$ cat config.mk
export PLATFORM = sky130hd
export DESIGN_NAME = qbus_dl11_flat
export DESIGN_NICKNAME = d
export VERILOG_FILES = /design/src/rtl/qbus_dl11_if.sv /design/src/rtl/qbus_dl11.sv /design/src/flat_wrapper.sv
export SDC_FILE = /design/constraint.sdc
export NUM_CORES = 1
export LEC_CHECK = 0
export CAP_MARGIN = 40
export CELL_PAD_IN_SITES_DETAIL_PLACEMENT = 1
export CELL_PAD_IN_SITES_GLOBAL_PLACEMENT = 1
export CORE_MARGIN = 5
export CORE_UTILIZATION = 47
export CTS_CLUSTER_DIAMETER = 30
export DETAILED_ROUTE_END_ITERATION = 6
export PLACE_DENSITY = 0.82
export SLEW_MARGIN = 20
export SYNTH_ARGS = -nofsm -noshare
export SYNTH_HDL_FRONTEND = slang
export SYNTH_SLANG_ARGS = --single-unit
$ cat constraint.sdc
create_clock -name pin_clk -period 3.1 [get_ports pin_clk]
set_input_delay 0.465 -clock pin_clk [delete_from_list [all_inputs] [get_ports pin_clk]]
set_output_delay 0.465 -clock pin_clk [all_outputs]
set_load 0.005 [all_outputs]
$ cat src/rtl/qbus_dl11_if.sv
// QBUS slave-side signal bundle for the DL11 console unit.
// All strobes are active-low, as they appear on the backplane.
interface qbus_dl11_if;
  logic [15:0] pin_ad_n;
  logic [15:0] ad_out_n;
  logic        ad_oe;
  logic        pin_sync_n;
  logic        pin_din_n;
  logic        pin_dout_n;
  logic        pin_wtbt_n;
  logic        pin_iako_n;
  logic        pin_rply_n;
  logic        pin_virq_n;

  modport slave (
    input  pin_ad_n, pin_sync_n, pin_din_n, pin_dout_n, pin_wtbt_n, pin_iako_n,
    output ad_out_n, ad_oe, pin_rply_n, pin_virq_n
  );

  modport master (
    output pin_ad_n, pin_sync_n, pin_din_n, pin_dout_n, pin_wtbt_n, pin_iako_n,
    input  ad_out_n, ad_oe, pin_rply_n, pin_virq_n
  );
endinterface

$ cat src/rtl/qbus_dl11.sv
// DL11 console serial line unit: QBUS register slave (RCSR/RBUF/XCSR/XBUF),
// vectored RX/TX interrupts and an 8N1 UART.
module qbus_dl11 #(
  parameter logic [15:0] BASE     = 16'o177560,
  parameter logic [15:0] VEC_RX   = 16'o000060,
  parameter logic [15:0] VEC_TX   = 16'o000064,
  parameter int unsigned BAUD_DIV = 434
) (
  input  logic        pin_clk,
  input  logic        pin_init_n,
  qbus_dl11_if.slave  bus,
  output logic        txd,
  input  logic        rxd
);

  localparam logic [15:0] BIT_END  = 16'(BAUD_DIV - 1);
  localparam logic [15:0] HALF_END = 16'(BAUD_DIV / 2 - 1);

  typedef enum logic [2:0] {B_IDLE, B_RD, B_WR, B_VEC, B_ACK} bus_state_t;
  typedef enum logic [1:0] {T_IDLE, T_START, T_DATA, T_STOP} tx_state_t;
  typedef enum logic [2:0] {R_IDLE, R_START, R_DATA, R_STOP, R_BRK} rx_state_t;

  // synchronisers
  logic sync_s1, sync_s2, sync_s3;
  logic din_s1, din_s2, dout_s1, dout_s2, iako_s1, iako_s2, rxd_s1, rxd_s2;

  // address phase
  logic       sel, byte_wr;
  logic [2:0] addr_lo;

  // bus FSM and registers
  bus_state_t  bstate;
  logic [7:0]  wdata;
  logic        rbuf_rd;
  logic        rx_ie, tx_ie, rx_done, tx_rdy, rx_err, rx_ovr;
  logic [7:0]  rbuf;
  logic        rx_req, tx_req, rx_cond_d, tx_cond_d;
  logic        rx_cond, tx_cond;
  logic [15:0] rdata;
  logic        tx_load;
  logic [7:0]  tx_data;

  // transmitter
  tx_state_t   tstate;
  logic [15:0] tcnt;
  logic [2:0]  tbit;
  logic [7:0]  tsh;
  logic        tx_fin;

  // receiver
  rx_state_t   rstate;
  logic [15:0] rcnt;
  logic [2:0]  rbit;
  logic [7:0]  rsh;
  logic        rx_load, rx_stop;

  assign rx_cond        = rx_done & rx_ie;
  assign tx_cond        = tx_rdy & tx_ie;
  assign bus.pin_virq_n = ~(rx_req | tx_req);

  // Two-stage synchronisers for async strobes and serial input; idle level is 1.
  always_ff @(posedge pin_clk or negedge pin_init_n) begin
    if (!pin_init_n) begin
      sync_s1 <= 1'b1; sync_s2 <= 1'b1; sync_s3 <= 1'b1;
      din_s1  <= 1'b1; din_s2  <= 1'b1;
      dout_s1 <= 1'b1; dout_s2 <= 1'b1;
      iako_s1 <= 1'b1; iako_s2 <= 1'b1;
      rxd_s1  <= 1'b1; rxd_s2  <= 1'b1;
    end else begin
      sync_s1 <= bus.pin_sync_n; sync_s2 <= sync_s1; sync_s3 <= sync_s2;
      din_s1  <= bus.pin_din_n;  din_s2  <= din_s1;
      dout_s1 <= bus.pin_dout_n; dout_s2 <= dout_s1;
      iako_s1 <= bus.pin_iako_n; iako_s2 <= iako_s1;
      rxd_s1  <= rxd;            rxd_s2  <= rxd_s1;
    end
  end

  // Latch address/byte status on SYNC assertion, drop selection on SYNC release.
  always_ff @(posedge pin_clk or negedge pin_init_n) begin
    if (!pin_init_n) begin
      sel     <= 1'b0;
      byte_wr <= 1'b0;
      addr_lo <= '0;
    end else if (sync_s3 && !sync_s2) begin
      sel     <= (~bus.pin_ad_n[15:3] == BASE[15:3]);
      byte_wr <= ~bus.pin_wtbt_n;
      addr_lo <= ~bus.pin_ad_n[2:0];
    end else if (!sync_s3 && sync_s2) begin
      sel <= 1'b0;
    end
  end

  // Register read multiplexer; unused bits read as zero.
  always_comb begin
    rdata = '0;
    case (addr_lo[2:1])
      2'd0:    rdata = {8'h00, rx_done, rx_ie, 6'b0};
      2'd1:    rdata = {rx_err, rx_ovr, 6'b0, rbuf};
      2'd2:    rdata = {8'h00, tx_rdy, tx_ie, 6'b0};
      default: rdata = '0;
    endcase
  end

  // Bus cycle FSM, CSR/buffer registers and interrupt request tracking.
  always_ff @(posedge pin_clk or negedge pin_init_n) begin
    if (!pin_init_n) begin
      bstate         <= B_IDLE;
      bus.ad_oe      <= 1'b0;
      bus.ad_out_n   <= '1;
      bus.pin_rply_n <= 1'b1;
      wdata          <= '0;
      rbuf_rd        <= 1'b0;
      rx_ie          <= 1'b0;
      tx_ie          <= 1'b0;
      rx_done        <= 1'b0;
      tx_rdy         <= 1'b1;
      rx_err         <= 1'b0;
      rx_ovr         <= 1'b0;
      rbuf           <= '0;
      rx_req         <= 1'b0;
      tx_req         <= 1'b0;
      rx_cond_d      <= 1'b0;
      tx_cond_d      <= 1'b0;
      tx_load        <= 1'b0;
      tx_data        <= '0;
    end else begin
      tx_load   <= 1'b0;
      rx_cond_d <= rx_cond;
      tx_cond_d <= tx_cond;
      if (!rx_cond)       rx_req <= 1'b0;
      else if (!rx_cond_d) rx_req <= 1'b1;
      if (!tx_cond)       tx_req <= 1'b0;
      else if (!tx_cond_d) tx_req <= 1'b1;

      case (bstate)
        B_IDLE: begin
          if (!iako_s2 && !din_s2 && (rx_req || tx_req)) begin
            bstate         <= B_VEC;
            bus.pin_rply_n <= 1'b0;
            bus.ad_oe      <= 1'b1;
            if (rx_req) begin
              bus.ad_out_n <= ~VEC_RX;
              rx_req       <= 1'b0;
            end else begin
              bus.ad_out_n <= ~VEC_TX;
              tx_req       <= 1'b0;
            end
          end else if (sel && !din_s2) begin
            bstate         <= B_RD;
            bus.pin_rply_n <= 1'b0;
            bus.ad_oe      <= 1'b1;
            bus.ad_out_n   <= ~rdata;
            rbuf_rd        <= (addr_lo[2:1] == 2'd1);
          end else if (sel && !dout_s2) begin
            bstate         <= B_WR;
            bus.pin_rply_n <= 1'b0;
            wdata          <= ~bus.pin_ad_n[7:0];
          end
        end
        B_RD, B_VEC: bstate <= B_ACK;
        B_WR: begin
          bstate <= B_ACK;
          if (!(byte_wr && addr_lo[0])) begin
            case (addr_lo[2:1])
              2'd0: rx_ie <= wdata[6];
              2'd2: tx_ie <= wdata[6];
              2'd3: if (tx_rdy) begin
                tx_data <= wdata;
                tx_load <= 1'b1;
                tx_rdy  <= 1'b0;
              end
              default: ;
            endcase
          end
        end
        B_ACK: begin
          if (din_s2 && dout_s2) begin
            bstate         <= B_IDLE;
            bus.pin_rply_n <= 1'b1;
            bus.ad_oe      <= 1'b0;
            bus.ad_out_n   <= '1;
            rbuf_rd        <= 1'b0;
            if (rbuf_rd) begin
              rx_done <= 1'b0;
              rx_err  <= 1'b0;
              rx_ovr  <= 1'b0;
            end
          end
        end
        default: bstate <= B_IDLE;
      endcase

      // UART events come last so they override a same-cycle bus update.
      if (tx_fin) tx_rdy <= 1'b1;
      if (rx_load) begin
        rbuf    <= rsh;
        rx_done <= 1'b1;
        rx_err  <= ~rx_stop;
        rx_ovr  <= rx_done;
      end
    end
  end

  // Transmitter: start bit, 8 data bits LSB first, stop bit, BAUD_DIV clocks each.
  always_ff @(posedge pin_clk or negedge pin_init_n) begin
    if (!pin_init_n) begin
      tstate <= T_IDLE;
      tcnt   <= '0;
      tbit   <= '0;
      tsh    <= '0;
      txd    <= 1'b1;
      tx_fin <= 1'b0;
    end else begin
      tx_fin <= 1'b0;
      case (tstate)
        T_IDLE: if (tx_load) begin
          tsh    <= tx_data;
          tcnt   <= '0;
          txd    <= 1'b0;
          tstate <= T_START;
        end
        T_START: if (tcnt == BIT_END) begin
          tcnt   <= '0;
          tbit   <= '0;
          txd    <= tsh[0];
          tstate <= T_DATA;
        end else tcnt <= tcnt + 16'd1;
        T_DATA: if (tcnt == BIT_END) begin
          tcnt <= '0;
          if (tbit == 3'd7) begin
            txd    <= 1'b1;
            tstate <= T_STOP;
          end else begin
            tbit <= tbit + 3'd1;
            tsh  <= tsh >> 1;
            txd  <= tsh[1];
          end
        end else tcnt <= tcnt + 16'd1;
        T_STOP: if (tcnt == BIT_END) begin
          tcnt   <= '0;
          tx_fin <= 1'b1;
          tstate <= T_IDLE;
        end else tcnt <= tcnt + 16'd1;
        default: tstate <= T_IDLE;
      endcase
    end
  end

  // Receiver: validate start at half bit, then sample mid-bit every BAUD_DIV.
  // A low stop bit parks in R_BRK until the line returns high, so the tail of
  // a framing error is never mistaken for a new start bit.
  always_ff @(posedge pin_clk or negedge pin_init_n) begin
    if (!pin_init_n) begin
      rstate  <= R_IDLE;
      rcnt    <= '0;
      rbit    <= '0;
      rsh     <= '0;
      rx_load <= 1'b0;
      rx_stop <= 1'b1;
    end else begin
      rx_load <= 1'b0;
      case (rstate)
        R_IDLE: if (!rxd_s2) begin
          rcnt   <= '0;
          rstate <= R_START;
        end
        R_START: if (rcnt == HALF_END) begin
          rcnt   <= '0;
          rbit   <= '0;
          rstate <= rxd_s2 ? R_IDLE : R_DATA;
        end else rcnt <= rcnt + 16'd1;
        R_DATA: if (rcnt == BIT_END) begin
          rcnt <= '0;
          rsh  <= {rxd_s2, rsh[7:1]};
          if (rbit == 3'd7) rstate <= R_STOP;
          else              rbit   <= rbit + 3'd1;
        end else rcnt <= rcnt + 16'd1;
        R_STOP: if (rcnt == BIT_END) begin
          rcnt    <= '0;
          rx_load <= 1'b1;
          rx_stop <= rxd_s2;
          rstate  <= rxd_s2 ? R_IDLE : R_BRK;
        end else rcnt <= rcnt + 16'd1;
        R_BRK: if (rxd_s2) rstate <= R_IDLE;
        default: rstate <= R_IDLE;
      endcase
    end
  end

endmodule
$ cat src/flat_wrapper.sv
// flat-port wrapper written by rule: the top's interface ports become plain ports
module qbus_dl11_flat 
#(
  parameter logic [15:0] BASE     = 16'o177560,
  parameter logic [15:0] VEC_RX   = 16'o000060,
  parameter logic [15:0] VEC_TX   = 16'o000064,
  parameter int unsigned BAUD_DIV = 434
)
  (pin_clk, pin_init_n, txd, rxd, bus_pin_ad_n, bus_pin_sync_n, bus_pin_din_n, bus_pin_dout_n, bus_pin_wtbt_n, bus_pin_iako_n, bus_ad_out_n, bus_ad_oe, bus_pin_rply_n, bus_pin_virq_n);
  qbus_dl11_if bus_i ();
  input  logic pin_clk;
  input  logic pin_init_n;
  output logic txd;
  input  logic rxd;
  input wire logic [$bits(bus_i.pin_ad_n)-1:0] bus_pin_ad_n;
  input wire logic [$bits(bus_i.pin_sync_n)-1:0] bus_pin_sync_n;
  input wire logic [$bits(bus_i.pin_din_n)-1:0] bus_pin_din_n;
  input wire logic [$bits(bus_i.pin_dout_n)-1:0] bus_pin_dout_n;
  input wire logic [$bits(bus_i.pin_wtbt_n)-1:0] bus_pin_wtbt_n;
  input wire logic [$bits(bus_i.pin_iako_n)-1:0] bus_pin_iako_n;
  output wire logic [$bits(bus_i.ad_out_n)-1:0] bus_ad_out_n;
  output wire logic [$bits(bus_i.ad_oe)-1:0] bus_ad_oe;
  output wire logic [$bits(bus_i.pin_rply_n)-1:0] bus_pin_rply_n;
  output wire logic [$bits(bus_i.pin_virq_n)-1:0] bus_pin_virq_n;
  assign bus_i.pin_ad_n = bus_pin_ad_n;
  assign bus_i.pin_sync_n = bus_pin_sync_n;
  assign bus_i.pin_din_n = bus_pin_din_n;
  assign bus_i.pin_dout_n = bus_pin_dout_n;
  assign bus_i.pin_wtbt_n = bus_pin_wtbt_n;
  assign bus_i.pin_iako_n = bus_pin_iako_n;
  assign bus_ad_out_n = bus_i.ad_out_n;
  assign bus_ad_oe = bus_i.ad_oe;
  assign bus_pin_rply_n = bus_i.pin_rply_n;
  assign bus_pin_virq_n = bus_i.pin_virq_n;
  qbus_dl11 #(.BASE(BASE), .VEC_RX(VEC_RX), .VEC_TX(VEC_TX), .BAUD_DIV(BAUD_DIV)) u_core (.pin_clk(pin_clk), .pin_init_n(pin_init_n), .bus(bus_i), .txd(txd), .rxd(rxd));
endmodule
==> results of run 1 <==
[metal layers]
metal  vias up  wire, µm
met3        27       516
li1       2171         -
met1      2426      6650
met2        95      8290
met5         -         0
met4         0       260
[flip-flops by register name, summed over array words and instances, names as in the netlist, 2 cells and up]
signal and count:
u_core.rcnt 16, u_core.tcnt 16, u_core.bus.ad_out_n 10, u_core.rbuf 8, u_core.rsh 8, u_core.tsh 8
u_core.tx_data 8, u_core.wdata 8, u_core.addr_lo 3, u_core.bstate 3, u_core.rbit 3, u_core.rstate 3
u_core.tbit 3, u_core.tstate 2
[stage by stage]
| step | hold slack, ps | util, % | area [µm²] |
|---|---|---|---|
| 2_1_floorplan | 169 | - | 6210 |
| 3_3_place_gp | 346 | 51.2 | 6700 |
| 3_5_place_dp | 351 | 51.2 | 6700 |
| 4_1_cts | 84.0 | 56.1 | 7350 |
| 5_1_grt | 118 | 56.1 | 7350 |
| 6_report | 63.1 | 56.1 | 7350 |
[logic make-up (layout without fill, tap and decap cells)]
family | count (synthesis) | after routing | synth area share, %
XOR/XNOR | 9 | 9 | 1.27
buffers and inverters | 49 | 97 | 4.02
other | 1 | 6 | 0.0606
multiplexers | 45 | 45 | 8.13
flip-flops | 130 | 130 | 53.1
AND/OR/NAND/NOR | 208 | 208 | 17.3
adder cells (fa/ha/maj) | 15 | 15 | 3.03
AO/OA/AOI/OAI | 130 | 130 | 13.1
[where the power goes]
group	internal [µW]	total, µW	switching [µW]
registers	1720	1740	16.8
logic	45.3	111	65.4
clock network	1450	2190	738
total	3220	4040	820
[worst max path at each step]
stage	from	to	slack, ps	depth (start not counted)
3_3_place_gp	u_core.rcnt[9]	u_core.rcnt[9]	420	6
3_5_place_dp	u_core.rcnt[1]	u_core.rcnt[7]	380	8
5_1_grt	u_core.tcnt[1]	u_core.tstate[1]	180	8
4_1_cts	u_core.rcnt[1]	u_core.rcnt[7]	350	8
2_1_floorplan	u_core.rcnt[9]	u_core.rsh[4]	480	6
6_report	u_core.rcnt[1]	u_core.rcnt[6]	330	8
[cell usage in the layout (no fill, tap or decap), types with 9 or more instances in the layout]
cell type / instances
buf_4: 9
nand2_1: 52
and3_1: 9
inv_1: 19
dfrtp_1: 105
mux2_2: 26
nand3_1: 21
mux2i_1: 15
nor2_1: 53
o22a_1: 11
a31oi_1: 9
ha_1: 15
clkdlybuf4s50_1: 36
clkbuf_16: 17
o21ai_0: 48
a21oi_1: 23
nor3_1: 17
dfstp_2: 25
[layout make-up]
type	count	share of cell area, %
sequential	130	44.7
multi-input combinational	413	36.4
clock buffer	23	6.78
timing repair buffer	46	6.10
tap	176	3.00
clock inverter	9	2.04
inverter	19	0.971
==> impl_metrics.tcl, run 1 <==
set metrics [dict create \
    outcome "finished, final reports clean" \
    ys.warnings.count 0 \
    gr-total-overflow 0 \
    cts_buffer_depth 2 \
    gr-usage-met1_pct 25.0 \
    top_usage_layer "met2" \
    die_width_um 125 \
    start_util_pct 47.3 \
    cts_tree "done" \
    power_uw 4040 \
    dp_cells 784 \
    seqCellArea_mm2 0.00328 \
    num_vias 4719 \
    max_slew_margin_pct 45.5 \
    clock.fmax_ghz 0.361 \
    post_cts_buffers 0 \
    cts-root-buf "clkbuf_16" \
    irDropWorstVdd_uv 410 \
    htree_levels 4 \
    hold_viol 0 \
    powerDensity_mw_per_mm2 549 \
    maxSlewViolCount 0 \
    place.gp.congestion 0.843 \
    cp.required_ps 3410 \
    dp_hpwl_um 10300 \
    clk_latency_ps 420 \
    clock-sinks 130 \
    r2r_start "u_core.rcnt[1]" \
    endpoint_kind "flop" \
    die_height_um 125 \
    post-route-min-period_ps 2770 \
    synth.distinct_cells 66 \
    cp-start-kind "flop" \
    antenna_cells 0 \
    syn_inst 587 \
    yosys.cell_count.top_type "dfrtp_1" \
    cts-buffers-inserted 17 \
    die_area_mm2 0.0156 \
    ant_nets 0 \
    ff2ff_path_depth 8 \
    cts_resized 0 \
    synth_area_leaders "dfrtp_1 42%, dfstp_2 11%, mux2_2 4.7%, o21ai_0 3.9%, nor2_1 3.2%" \
    core_area_mm2 0.0131 \
    crit_slowest_cell "or4_2" \
    path_cells "inv_1 -> ha_1 -> or3b_2 -> or4_2 -> a22oi_2 -> buf_4 -> o21ai_0 -> a22o_1" \
    holdBufCountCts 0 \
    cts.reportedPaths.clkPinSlew_ps 60 \
    finalSetupTns_ps 0 \
    gr-usage-all-layers_pct 20.9 \
    area_delta_synth_final_pct 18.7 \
    grt_util_met2_pct 36.4 \
    synth_edf_count 0 \
    yosysTopAreaCell "dfrtp_1" \
    stdcell_count 816 \
    worstSetupPathType "reg -> reg" \
    path_buf_inv 2 \
    syn_avg_cell_area_um2 10.5 \
    layout_setup_ws_ps 332 \
    drive_gt1_share_pct 17.7 \
    async_flop_share_pct 100 \
    grt_pass1_vias 5250 \
    grt_max_degree 53 \
    grt.met3_usage_pct 5.40 \
    num-nets-final 666 \
    routedWlPerCell_um 19.3 \
    rows 42 \
    syn-cell-area_mm2 0.00619 \
    multiInputGateArea_mm2 0.00268 \
    synth_top_area_share_pct 42.4 \
    antenna_found_initial 0 \
    nFillCells 1430 \
    drt_iter0_markers 334 \
    ys_top_cells_by_count "105 x dfrtp_1, 53 x nor2_1, 52 x nand2_1" \
    cpPeakStageDelay_ps 600 \
    tightest_slew_ps 817 \
    cap_violations 0 \
    crit_family "simple AND/OR/NAND/NOR gates" \
    r2r_end "u_core.rcnt[6]" \
    grt_pass1_wl_um 26500 \
    crit_fanout 8 \
    ys_seq_area_share_pct 53.1 \
    finalSetupViolCount 0 \
    drtPass1Iterations 5 \
    worst_ep_arrival_time_ps 3080 \
    ios 44 \
    finalCritPeriodShare_pct 89.3 \
    rsz0062_at_grt "false" \
    min_path_type "in -> async" \
    ys_ff_latch 130 \
    synthFlopType "dfrtp_1" \
    leakage_uw 0.00333 \
    wl_um 15700 \
    finalClockSkew_ps 7.30 \
    rrSetupSlack_ps 330 \
    vias_per_cell 5.78 \
    drcViolationCount 0 \
    portBuffers 37 \
    dp_slack_ps 377 \
]
Note: power is estimated with default switching activity, not from simulation.
==> inputs of run 2 (changes only) <==
Settings changed: CORE_MARGIN 5 to 2.
==> run 2 against run 1 <==
  * Flip-flop and latch count unchanged
  * Sequential share of layout area about the same
  * Non-clock buffer count increased by 1
  * Critical path depth decreased by 2
  * Register-to-register slack about the same
  * Combinational power increased by 6%
  * Fmax increased by 0.46%
  * Cell area about the same
  * Via count decreased by 1.6%
  * Largest power group unchanged
  * Highest routed layer unchanged
==> impl_metrics.tcl, run 2 (synthesis results as in run 1) <==
set metrics [dict create \
    cp-start-kind "flop" \
    antenna_found_initial 0 \
    top_regs "u_core.rcnt (16), u_core.tcnt (16), u_core.bus.ad_out_n (10)" \
    ios 44 \
    finalSetupViolCount 0 \
    grt_pass1_vias 5145 \
    post-route-min-period_ps 2750 \
    cts-buffers-inserted 17 \
    routed.top_layer "met4" \
    final_cell_mix "105 x dfrtp_1, 53 x nor2_1, 52 x nand2_1" \
    ff2ff_path_depth 6 \
    crit_slowest_cell "or4_2" \
    endpoint_kind "flop" \
    cap_violations 0 \
    power_uw 3920 \
    post-route-util_pct 57.7 \
    irDropWorstVdd_uv 428 \
    place.gp.congestion 0.851 \
    maxSlewViolCount 0 \
    layout_commonest_cell "dfrtp_1" \
    gr-usage-all-layers_pct 23.2 \
    tightest_slew_ps 804 \
    rrSetupSlack_ps 350 \
    clock-sinks 130 \
    crit_start "u_core.rcnt[9]" \
    r2r_end "u_core.rcnt[9]" \
    cpPeakStageDelay_ps 720 \
    die_height_um 119 \
    gr-total-overflow 0 \
    area_delta_synth_final_pct 18.6 \
    multiInputGateArea_mm2 0.00268 \
    core_area_mm2 0.0127 \
    num-nets-final 667 \
    die_area_mm2 0.0141 \
    r2r_start "u_core.rcnt[9]" \
    finalCritPeriodShare_pct 88.9 \
    drtPass1Iterations 4 \
    rsz0062_at_grt "false" \
    min_path_type "reg -> reg" \
    drt_iter0_markers 226 \
    cts-root-buf "clkbuf_16" \
    crit_family "simple AND/OR/NAND/NOR gates" \
    die_width_um 119 \
    worst_hold_slack_ps 355 \
    worstSetupPathType "reg -> reg" \
    grt_max_degree 41 \
    wl_um 15200 \
    seqCellArea_mm2 0.00328 \
    routedWlPerCell_um 18.7 \
    worst_ep_arrival_time_ps 3060 \
    dp_hpwl_um 10400 \
    max_slew_margin_pct 46.4 \
    portBuffers 37 \
    m1WireLength_um 6710 \
    htree_levels 4 \
    start_util_pct 48.7 \
    drive_gt1_share_pct 17.8 \
    clk_latency_ps 420 \
    cts_buffer_depth 2 \
    dr_wl_met3_um 404 \
    hold_viol 0 \
    leakage_uw 0.00331 \
    antenna_cells 0 \
    ant_nets 0 \
    cts.reportedPaths.clkPinSlew_ps 60 \
    crit_fanout 12 \
    outcome "finished, final reports clean" \
    drcViolationCount 0 \
    layout_setup_ws_ps 345 \
    endpoint "u_core.rcnt[9]" \
    rows 41 \
    cp.required_ps 3410 \
    path_cells "or4_4 -> or4_2 -> a22oi_2 -> buf_4 -> o21ai_0 -> a22o_2" \
    powerDensity_mw_per_mm2 533 \
    dp_slack_ps 363 \
    finalClockSkew_ps 8.76 \
    clock.fmax_ghz 0.363 \
    cts_resized 0 \
    wl_met2_um 7870 \
    path_buf_inv 1 \
    finalSetupTns_ps 0 \
    num_vias 4642 \
    cts_tree "done" \
    nFillCells 1402 \
    crit_cells 6 \
    grt_pass1_wl_um 26000 \
    vias_per_cell 5.71 \
]
## run 2: per-stage QoR
stage / instance area (µm²) / instances
after floorplan: 6210 / 592
after global placement: 6700 / 779
after detailed placement: 6720 / 780
after CTS: 7340 / 813
after global routing: 7340 / 813
final: 7340 / 813
## run 2: timing repair
action | 4_1_cts | 5_1_grt
hold endpoints to repair | 25 | 0
setup buffers | 0 | 0
hold buffers | 1 | 0
## run 2: how the worst min path moves through the flow
stage | end | slack, ps | startpoint | depth (start not counted)
floorplan | u_core.addr_lo[0] | 170 | pin_init_n | 0
global placement | u_core.din_s2 | 350 | u_core.din_s1 | 0
detailed placement | u_core.rxd_s2 | 350 | u_core.rxd_s1 | 0
CTS | u_core.rxd_s2 | 360 | u_core.rxd_s1 | 0
global route | u_core.iako_s2 | 360 | u_core.iako_s1 | 0
finish | u_core.din_s2 | 350 | u_core.din_s1 | 0
## run 2: routing by layer
| layer | GRT usage, % | up-vias |
|---|---|---|
| met1 | 28.1 | 2367 |
| met4 | 7.74 | 0 |
| met3 | 5.41 | 25 |
| met5 | 0 | - |
| li1 | - | 2169 |
| met2 | 40.8 | 81 |
## run 2: layout make-up
class                           instances  area share (%)
Timing Repair Buffer                   47            6.58
Clock inverter                         13            2.18
Clock buffer                           19            6.17
Tap cell                              172            2.93
Sequential cell                       130            44.7
Multi-Input combinational cell        413            36.4
Inverter                               19           0.971
## run 2: report_power, final
part	total [µW]	leakage (µW)	switching [µW]	internal, µW
Sequential	1740	0.00166	17.8	1720
Clock	2060	0.000287	755	1300
Combinational	118	0.00137	67.7	50.5
Total	3920	0.00331	841	3070
## run 2: worst register-to-register path, stage by stage (launching register included)
cell and delay (ps):
dfrtp_1 430, or4_4 560, or4_2 720, a22oi_2 340, buf_4 260, o21ai_0 100, a22o_2 250
==> inputs of run 3 (changes only) <==
Settings changed: PLACE_DENSITY 0.82 to default, PLACE_DENSITY_LB_ADDON from default to 0.1, SKIP_LAST_GASP from default to 1.
==> run 3 against run 2 <==
  * Core utilization decreased by 0.44 points
  * Cell area decreased by 0.77%
  * Combinational power decreased by 8%
  * First-iteration DRC count increased by 11%
==> impl_metrics.tcl, run 3 (synthesis results as in run 1) <==
set metrics [dict create \
    endpoint "u_core.rcnt[9]" \
    m1WireLength_um 6640 \
    routed.top_layer "met4" \
    finalClockSkew_ps 5.74 \
    max_slew_margin_pct 41.0 \
    die_area_mm2 0.0141 \
    gr-usage-all-layers_pct 22.5 \
    routedWlPerCell_um 18.2 \
    rsz0062_at_grt "false" \
    ff2ff_path_depth 8 \
    drtPass1Iterations 4 \
    comb_power_share_pct 2.8 \
    antenna_found_initial 0 \
    endpoint_kind "flop" \
    finalCritPeriodShare_pct 87.0 \
    die_width_um 119 \
    pwr-share-seq_pct 45.0 \
    cts_tree "done" \
    holdBufCountCts 0 \
    maxSlewViolCount 0 \
    layout_commonest_cell "dfrtp_1" \
    path_buf_inv 2 \
    cts-buffers-inserted 17 \
    wl_um 14700 \
    drt_iter0_markers 250 \
    rrSetupSlack_ps 400 \
    vias_per_cell 5.66 \
    min_path_type "in -> async" \
    start_util_pct 48.7 \
    leakage_uw 0.00330 \
    post-route-util_pct 57.3 \
    switching_power_uw 861 \
    r2r_end "u_core.rcnt[9]" \
    rows 41 \
    multiInputGateArea_mm2 0.00268 \
    ant_nets 0 \
    powerDensity_mw_per_mm2 531 \
    core_area_mm2 0.0127 \
    place.gp.congestion 0.790 \
    final_cell_mix "105 x dfrtp_1, 53 x nor2_1, 52 x nand2_1" \
    antenna_cells 0 \
    clock-sinks 130 \
    finalSetupViolCount 0 \
    crit_family "simple AND/OR/NAND/NOR gates" \
    grt_max_degree 60 \
    power_frac_clock_pct 52.2 \
    post-route-min-period_ps 2700 \
    finalSetupTns_ps 0 \
    dp_hpwl_um 9920 \
    crit_cells 8 \
    outcome "finished, final reports clean" \
    place_area_mm2 0.00669 \
    tightest_slew_ps 885 \
    ios 44 \
    seqCellArea_mm2 0.00328 \
    swShare_pct 22.3 \
    clock.fmax_ghz 0.371 \
    cap_violations 0 \
    die_height_um 119 \
    hold_viol 0 \
    cp-start-kind "flop" \
    nFillCells 1426 \
    final_cell_area_mm2 0.00729 \
    drive_gt1_share_pct 17.7 \
    clk_latency_ps 410 \
    dr_wl_met3_um 327 \
    worst_hold_slack_ps 65.2 \
    irDropWorstVdd_uv 346 \
    cpPeakStageDelay_ps 590 \
    cp.required_ps 3400 \
    gr-total-overflow 0 \
    portBuffers 37 \
    crit_fanout 17 \
    grt_pass1_wl_um 25400 \
    htree_levels 4 \
    cts_buffer_depth 2 \
    r2r_start "u_core.rcnt[0]" \
    cts.reportedPaths.clkPinSlew_ps 60 \
    drcViolationCount 0 \
    cts_resized 0 \
    area_delta_synth_final_pct 17.7 \
    crit_slowest_cell "or4_2" \
    post_cts_buffers 0 \
    cts-root-buf "clkbuf_16" \
    num_vias 4590 \
    wl_met2_um 7570 \
    top_regs "u_core.rcnt (16), u_core.tcnt (16), u_core.bus.ad_out_n (10)" \
    grt_pass1_vias 5093 \
    crit_start "u_core.rcnt[0]" \
    num-nets-final 665 \
    p_int_uw 3010 \
    worst_ep_arrival_time_ps 3000 \
    path_cells "inv_1 -> ha_1 -> or3b_2 -> or4_2 -> a22oi_2 -> buf_4 -> o21ai_0 -> a22o_2" \
    worstSetupPathType "reg -> reg" \
]
run 3: layer usage:
metal  track usage, %  vias to the layer above
li1                 -                     2176
met1             28.1                     2344
met2             38.6                       53
met3             5.50                       17
met4             6.77                        0
met5                0                        -
run 3: how the worst min path moves through the flow:
| stage | start | endpoint | slack [ps] |
|---|---|---|---|
| after floorplan | pin_init_n | u_core.addr_lo[0] | 170 |
| after detailed placement | u_core.dout_s1 | u_core.dout_s2 | 350 |
| after global routing | pin_init_n | u_core.wdata[3] | 110 |
| after CTS | pin_init_n | u_core.wdata[3] | 90 |
| final | pin_init_n | u_core.wdata[3] | 70 |
| after global placement | u_core.dout_s1 | u_core.dout_s2 | 350 |
run 3: cell type report:
cell class                 count  area share (%)
clock buffer                  18            6.18
clock inverter                14            2.04
inverter                      19           0.979
multi-input combinational    413            36.7
sequential                   130            45.1
tap                          172            2.95
timing repair buffer          45            6.04
run 3: power by group through the flow:
| stage | clock network (µW) | registers [µW] | logic, µW |
|---|---|---|---|
| 2_1_floorplan | 0 | 1760 | 42.3 |
| 3_3_place_gp | 0 | 1770 | 108 |
| 3_5_place_dp | 0 | 1770 | 111 |
| 4_1_cts | 2060 | 1740 | 113 |
| 5_1_grt | 2140 | 1740 | 123 |
| 6_report | 2020 | 1740 | 109 |
run 3: through the flow:
stage | total power [µW] | instances | worst slack [ps]
6_report | 3870 | 811 | 403
5_1_grt | 4000 | 811 | 286
4_1_cts | 3910 | 811 | 395
3_5_place_dp | 1880 | 779 | 450
3_3_place_gp | 1870 | 779 | 513
2_1_floorplan | 1800 | 592 | 478
run 3: worst reg2reg max path, cell delays in order (launching register included):
cell and delay (ps):
dfrtp_1 420, inv_1 110, ha_1 160, or3b_2 440
or4_2 590, a22oi_2 210, buf_4 270, o21ai_0 130
a22o_2 260
